<file path="config.mk">
export PLATFORM = sky130hd
export DESIGN_NAME = load_store_unit
export DESIGN_NICKNAME = d
export VERILOG_FILES = /design/src/rtl/load_store_unit.sv
export SDC_FILE = /design/constraint.sdc
export NUM_CORES = 1
export LEC_CHECK = 0
export BUFFER_PORTS_ARGS = -buffer_cell sky130_fd_sc_hd__buf_2
export CAP_MARGIN = 15
export CORE_UTILIZATION = 35
export CTS_CLUSTER_SIZE = 20
export DETAILED_ROUTE_END_ITERATION = 8
export PLACE_DENSITY_LB_ADDON = 0.3
export SETUP_SLACK_MARGIN = 0.4
export SYNTH_ARGS = -nofsm -noshare
export SYNTH_HDL_FRONTEND = slang
export SYNTH_SLANG_ARGS = --single-unit
</file>
<file path="constraint.sdc">
create_clock -name clk_i -period 6.6 [get_ports clk_i]
set_input_delay 0 -clock clk_i [delete_from_list [all_inputs] [get_ports clk_i]]
set_output_delay 0 -clock clk_i [all_outputs]
set_load 0.01 [all_outputs]
</file>
<file path="src/rtl/load_store_unit.sv">
// load_store_unit: single-request load/store initiator for a word-addressed data memory.
// Accepts one byte-addressed LW/LH/LHU/LB/LBU/SW/SH/SB request at a time. It performs loads
// with sign/zero extension and sub-word stores as a read-modify-write. Misaligned or
// out-of-range requests return an error response without touching memory.
//
// Ports:
//   clk_i, reset_i        clock, asynchronous active-high reset
//   req_valid_i/ready_o   request handshake (ready only in idle)
//   req_op_i              000 LW, 001 LH, 010 LHU, 011 LB, 100 LBU, 101 SW, 110 SH, 111 SB
//   req_addr_i            byte address
//   req_wdata_i           store data
//   resp_valid_o          one-cycle completion pulse
//   resp_rdata_o          extended load result (0 for stores/errors)
//   resp_err_o            misaligned / out-of-range flag
//   mem_access_addr_o     word index
//   mem_write_data_o      word to write
//   mem_write_en_o        write strobe
//   mem_read_en_o         read enable
//   mem_read_data_i       combinational read data
module load_store_unit #(
    parameter int unsigned MEM_WORDS = 251
) (
    input  logic        clk_i,
    input  logic        reset_i,
    input  logic        req_valid_i,
    output logic        req_ready_o,
    input  logic [2:0]  req_op_i,
    input  logic [31:0] req_addr_i,
    input  logic [31:0] req_wdata_i,
    output logic        resp_valid_o,
    output logic [31:0] resp_rdata_o,
    output logic        resp_err_o,
    output logic [31:0] mem_access_addr_o,
    output logic [31:0] mem_write_data_o,
    output logic        mem_write_en_o,
    output logic        mem_read_en_o,
    input  logic [31:0] mem_read_data_i
);

    localparam logic [2:0] OpLw  = 3'b000;
    localparam logic [2:0] OpLh  = 3'b001;
    localparam logic [2:0] OpLhu = 3'b010;
    localparam logic [2:0] OpLb  = 3'b011;
    localparam logic [2:0] OpLbu = 3'b100;
    localparam logic [2:0] OpSw  = 3'b101;
    localparam logic [2:0] OpSh  = 3'b110;
    localparam logic [2:0] OpSb  = 3'b111;

    typedef enum logic [2:0] {StIdle, StLoad, StRmwRead, StWrite, StResp} state_e;

    state_e      state_q, state_d;
    logic [2:0]  op_q, op_d;
    logic [29:0] idx_q, idx_d;
    logic [1:0]  lane_q, lane_d;
    // Holds the store data on acceptance, then the merged word after the RMW read.
    logic [31:0] merged_q, merged_d;
    logic [31:0] rdata_q, rdata_d;
    logic        err_q, err_d;

    logic        misaligned, out_of_range, is_store;
    logic [7:0]  rd_byte;
    logic [15:0] rd_half;
    logic [31:0] load_val, merge_val;

    always_comb begin
        misaligned = 1'b0;
        unique case (req_op_i)
            OpLw, OpSw:        misaligned = (req_addr_i[1:0] != 2'b00);
            OpLh, OpLhu, OpSh: misaligned = req_addr_i[0];
            default:           misaligned = 1'b0;
        endcase
    end

    assign out_of_range = ({2'b00, req_addr_i[31:2]} >= MEM_WORDS);
    assign is_store     = req_op_i[2] & (req_op_i[1] | req_op_i[0]);

    // Little-endian lane extraction from the read word.
    always_comb begin
        rd_byte = 8'h00;
        unique case (lane_q)
            2'd0: rd_byte = mem_read_data_i[7:0];
            2'd1: rd_byte = mem_read_data_i[15:8];
            2'd2: rd_byte = mem_read_data_i[23:16];
            2'd3: rd_byte = mem_read_data_i[31:24];
            default: rd_byte = 8'h00;
        endcase
    end

    assign rd_half = lane_q[1] ? mem_read_data_i[31:16] : mem_read_data_i[15:0];

    always_comb begin
        load_val = mem_read_data_i;
        unique case (op_q)
            OpLh:    load_val = {{16{rd_half[15]}}, rd_half};
            OpLhu:   load_val = {16'h0000, rd_half};
            OpLb:    load_val = {{24{rd_byte[7]}}, rd_byte};
            OpLbu:   load_val = {24'h000000, rd_byte};
            default: load_val = mem_read_data_i;
        endcase
    end

    always_comb begin
        merge_val = mem_read_data_i;
        unique case (op_q)
            OpSb: merge_val = (mem_read_data_i & ~(32'h0000_00FF << {lane_q, 3'b000}))
                              | ({24'h000000, merged_q[7:0]} << {lane_q, 3'b000});
            OpSh: merge_val = lane_q[1] ? {merged_q[15:0], mem_read_data_i[15:0]}
                                        : {mem_read_data_i[31:16], merged_q[15:0]};
            default: merge_val = mem_read_data_i;
        endcase
    end

    always_comb begin
        state_d  = state_q;
        op_d     = op_q;
        idx_d    = idx_q;
        lane_d   = lane_q;
        merged_d = merged_q;
        rdata_d  = rdata_q;
        err_d    = err_q;
        unique case (state_q)
            StIdle: begin
                if (req_valid_i) begin
                    op_d     = req_op_i;
                    idx_d    = req_addr_i[31:2];
                    lane_d   = req_addr_i[1:0];
                    merged_d = req_wdata_i;
                    if (misaligned || out_of_range) begin
                        rdata_d = 32'h0;
                        err_d   = 1'b1;
                        state_d = StResp;
                    end else if (is_store) begin
                        state_d = (req_op_i == OpSw) ? StWrite : StRmwRead;
                    end else begin
                        state_d = StLoad;
                    end
                end
            end
            StLoad: begin
                rdata_d = load_val;
                err_d   = 1'b0;
                state_d = StResp;
            end
            StRmwRead: begin
                merged_d = merge_val;
                state_d  = StWrite;
            end
            StWrite: begin
                rdata_d = 32'h0;
                err_d   = 1'b0;
                state_d = StResp;
            end
            StResp:  state_d = StIdle;
            default: state_d = StIdle;
        endcase
    end

    always_ff @(posedge clk_i or posedge reset_i) begin
        if (reset_i) begin
            state_q  <= StIdle;
            op_q     <= 3'b000;
            idx_q    <= 30'h0;
            lane_q   <= 2'b00;
            merged_q <= 32'h0;
            rdata_q  <= 32'h0;
            err_q    <= 1'b0;
        end else begin
            state_q  <= state_d;
            op_q     <= op_d;
            idx_q    <= idx_d;
            lane_q   <= lane_d;
            merged_q <= merged_d;
            rdata_q  <= rdata_d;
            err_q    <= err_d;
        end
    end

    // Moore outputs decoded from state only, so reset drops the enables immediately.
    assign req_ready_o       = (state_q == StIdle);
    assign resp_valid_o      = (state_q == StResp);
    assign resp_rdata_o      = rdata_q;
    assign resp_err_o        = err_q;
    assign mem_read_en_o     = (state_q == StLoad) || (state_q == StRmwRead);
    assign mem_write_en_o    = (state_q == StWrite);
    assign mem_write_data_o  = (state_q == StWrite) ? merged_q : 32'h0;
    assign mem_access_addr_o = (mem_read_en_o || mem_write_en_o) ? {2'b00, idx_q} : 32'h0;

endmodule

</file>
==> results.sh <==
export IMPL_status="completed"
export IMPL_fin_util_pct=49.2
export IMPL_die_h_um=133
export IMPL_drv_slew=0
export IMPL_cp_max_fo=52
export IMPL_synthArstFlopShare_pct=100
export IMPL_worst_pin_slew_ns=1.03
export IMPL_holdWs_ns=0.0136
export IMPL_numPortBuffers=200
export IMPL_first_pass_iters=5
export IMPL_antenna_found_initial=0
export IMPL_routed_wl_mm=20.7
export IMPL_cap_violations=0
export IMPL_die_area_sq_um=17700
export IMPL_seq_area_sq_um=2580
export IMPL_core_area_sq_um=16700
export IMPL_dpl_hpwl_mm=14.2
export IMPL_reg2regPathDepth=4
export IMPL_synth_area_leaders="dfrtp_1 43%, nand2_1 12%, o22ai_1 5.4%"
export IMPL_totalPowerFinal_mw=1.64
export IMPL_vias=6222
export IMPL_grtUsageTotal_pct=23.8
export IMPL_cp_data_required_time_ns=6.80
export IMPL_hold_depth=3
export IMPL_synth_edff_count=0
export IMPL_finalHoldViolCount=0
export IMPL_crit_type="reg -> reg"
export IMPL_start_util_pct=36.0
export IMPL_final_setup_viol_count=0
export IMPL_nets=1058
export IMPL_fillCellCount=1612
export IMPL_max_freq_mhz=318
export IMPL_place_area_sq_um=7100
export IMPL_grt_pass1_wl_mm=33.1
export IMPL_multi_input_area_sq_um=3170
export IMPL_insertion_delay_ns=0.36
export IMPL_io_pins=203
export IMPL_cts_sinks=103
export IMPL_grt_pass1_vias=6199
export IMPL_fp_row_count=47
export IMPL_ant_nets=0
export IMPL_first_iter_violations=480
export IMPL_p_per_area_nw_per_um2=200
export IMPL_routabilityCongestion=0.849
export IMPL_timing_final_crit_share_pct=47.6
export IMPL_timing_slew_headroom_pct=31.2
export IMPL_wl_per_cell_um=17.6
export IMPL_synth_seq_cells=103
export IMPL_tns_ns=0
export IMPL_cp_end_kind="register"
export IMPL_cts_max_level=3
export IMPL_grt_setup_unrepaired="no"
export IMPL_yosysTopAreaCell="dfrtp_1"
export IMPL_yosys_top_cells_count="188 x nand2_1, 103 x dfrtp_1, 52 x o22ai_1"
export IMPL_skew_ns=0.00846
export IMPL_leakagePower_nw=4.17
export IMPL_final_cell_area_sq_um=8210
export IMPL_vias_per_cell=5.27
export IMPL_grt_max_degree=73
export IMPL_drive_gt1_share_pct=27.4
export IMPL_drc=0
export IMPL_synth_flop_cell="dfrtp_1"
export IMPL_cts_buffer_depth=2
export IMPL_cts_buffers=9
export IMPL_synth_cell_types=56
export IMPL_antenna_cells=0
export IMPL_syn_inst=715
export IMPL_period_minus_slack_ns=3.14
export IMPL_grt_overflow=0
export IMPL_seq_area_frac_synth_pct=42.9
export IMPL_syn2layout_area_growth_pct=36.7
export IMPL_ir_drop_mv=0.140
export IMPL_yosys_warnings=0
export IMPL_clk_pin_slew_ns=0.08
export IMPL_synth_top_area_share_pct=42.9
export IMPL_cts_tree="built"
export IMPL_die_x_um=133
export IMPL_synth_most_common_cell="nand2_1"
export IMPL_post_cts_buffers=0
export IMPL_cts_root_buf="clkbuf_16"
export IMPL_synth_area_sq_um=6010
export IMPL_postSynthAreaPerCell_sq_um=8.40
export IMPL_cp_arrival_ns=3.35
export IMPL_worstSetupStartpointType="register"
export IMPL_hp_class="in -> reg"
-- state kept, by name (all words and copies together), names as in the netlist --
| register | flops |
|---|---|
| idx_q | 30 |
| resp_err_o | 1 |
| merged_q | 32 |
| resp_rdata_o | 32 |
| op_q | 3 |
| lane_q | 2 |
| state_q | 3 |
-- where the power goes --
group | internal, mW | switching [mW] | leakage, nW
logic | 0.167 | 0.190 | 2.70
registers | 0.684 | 0.0522 | 1.32
clock network | 0.296 | 0.253 | 0.146
-- per-stage QoR --
step,worst slack (ns),std cells
6_report,3.46,1180
5_1_grt,3.12,1180
3_3_place_gp,3.54,1084
3_5_place_dp,3.43,1084
4_1_cts,3.45,1180
2_1_floorplan,3.90,716
-- cell type report --
type	instances	share of cell area, %
clock buffers	9	2.74
clock inverters	6	0.853
inverters	6	0.305
multi-input cells	547	38.6
flip-flops and latches	103	31.4
well taps	220	3.35
repair buffers	289	22.8
-- routing by layer --
metal  global-route usage [%]  vias to the layer above  wire (um)
li1                         -                     2995          -
met1                     31.4                     2936       9110
met2                     38.3                      251       9670
met3                     5.13                       40       1390
met4                     8.88                        0        546
met5                        0                        -          0
-- final timing paths --
path                                         from                     endpoint  slack, ns
max reg2reg                state_q[1]$_DFFE_PP0P_  resp_rdata_o[4]$_DFFE_PP0P_       3.46
min in group asynchronous                 reset_i         idx_q[2]$_DFFE_PP0P_       0.21
min                                req_wdata_i[7]      merged_q[7]$_DFFE_PP0P_       0.01
max                        state_q[1]$_DFFE_PP0P_  resp_rdata_o[4]$_DFFE_PP0P_       3.46
max in group asynchronous                 reset_i     merged_q[30]$_DFFE_PP0P_       5.11
min reg2reg                  idx_q[7]$_DFFE_PP0P_         idx_q[7]$_DFFE_PP0P_       0.47
-- repair_timing --
| item | in CTS | in global routing |
|---|---|---|
| hold buffers | 81 | 0 |
| setup endpoints to repair | 0 | 0 |
| endpoints found under the hold margin | 112 | 0 |
| resized for setup | 0 | 0 |
-- layout by cell type, fill, tap and decap left out, drive strengths merged, types with 3 or more instances in the layout --
cell	synthesis	routed
a211oi	4	4
a21o	5	5
a21oi	17	17
a221o	11	11
a22oi	15	15
a2bb2oi	7	7
a31oi	9	9
a32oi	6	6
and3	41	41
buf	26	208
clkbuf	34	9
clkinv	0	3
dfrtp	103	103
dlygate4sd3	0	81
inv	6	8
mux2	23	23
mux2i	10	10
nand2	188	188
nand2b	11	11
nand3	3	3
nor2	38	38
nor2b	35	35
nor3	3	3
nor3b	3	3
nor4	4	4
o211ai	7	7
o21ai	30	30
o22ai	53	53
or2	3	3
-- critical path: stages, from the launching register on --
cell and delay, ns:
dfrtp_1 0.72, nor3_2 0.35, nand2_2 0.62, a31oi_4 1.08, o211ai_1 0.20
-- logic make-up (layout without fill, tap and decap cells) --
logic type,count (synthesis),count (layout),share of synthesized area (%)
compound gates,170,170,19.5
xor+xnor,2,2,0.292
buf+inv,66,310,4.85
flops,103,103,42.9
mux,33,33,5.98
other cells,1,2,0.0624
simple gates,340,340,26.4
(Power assumes the default switching activity.)
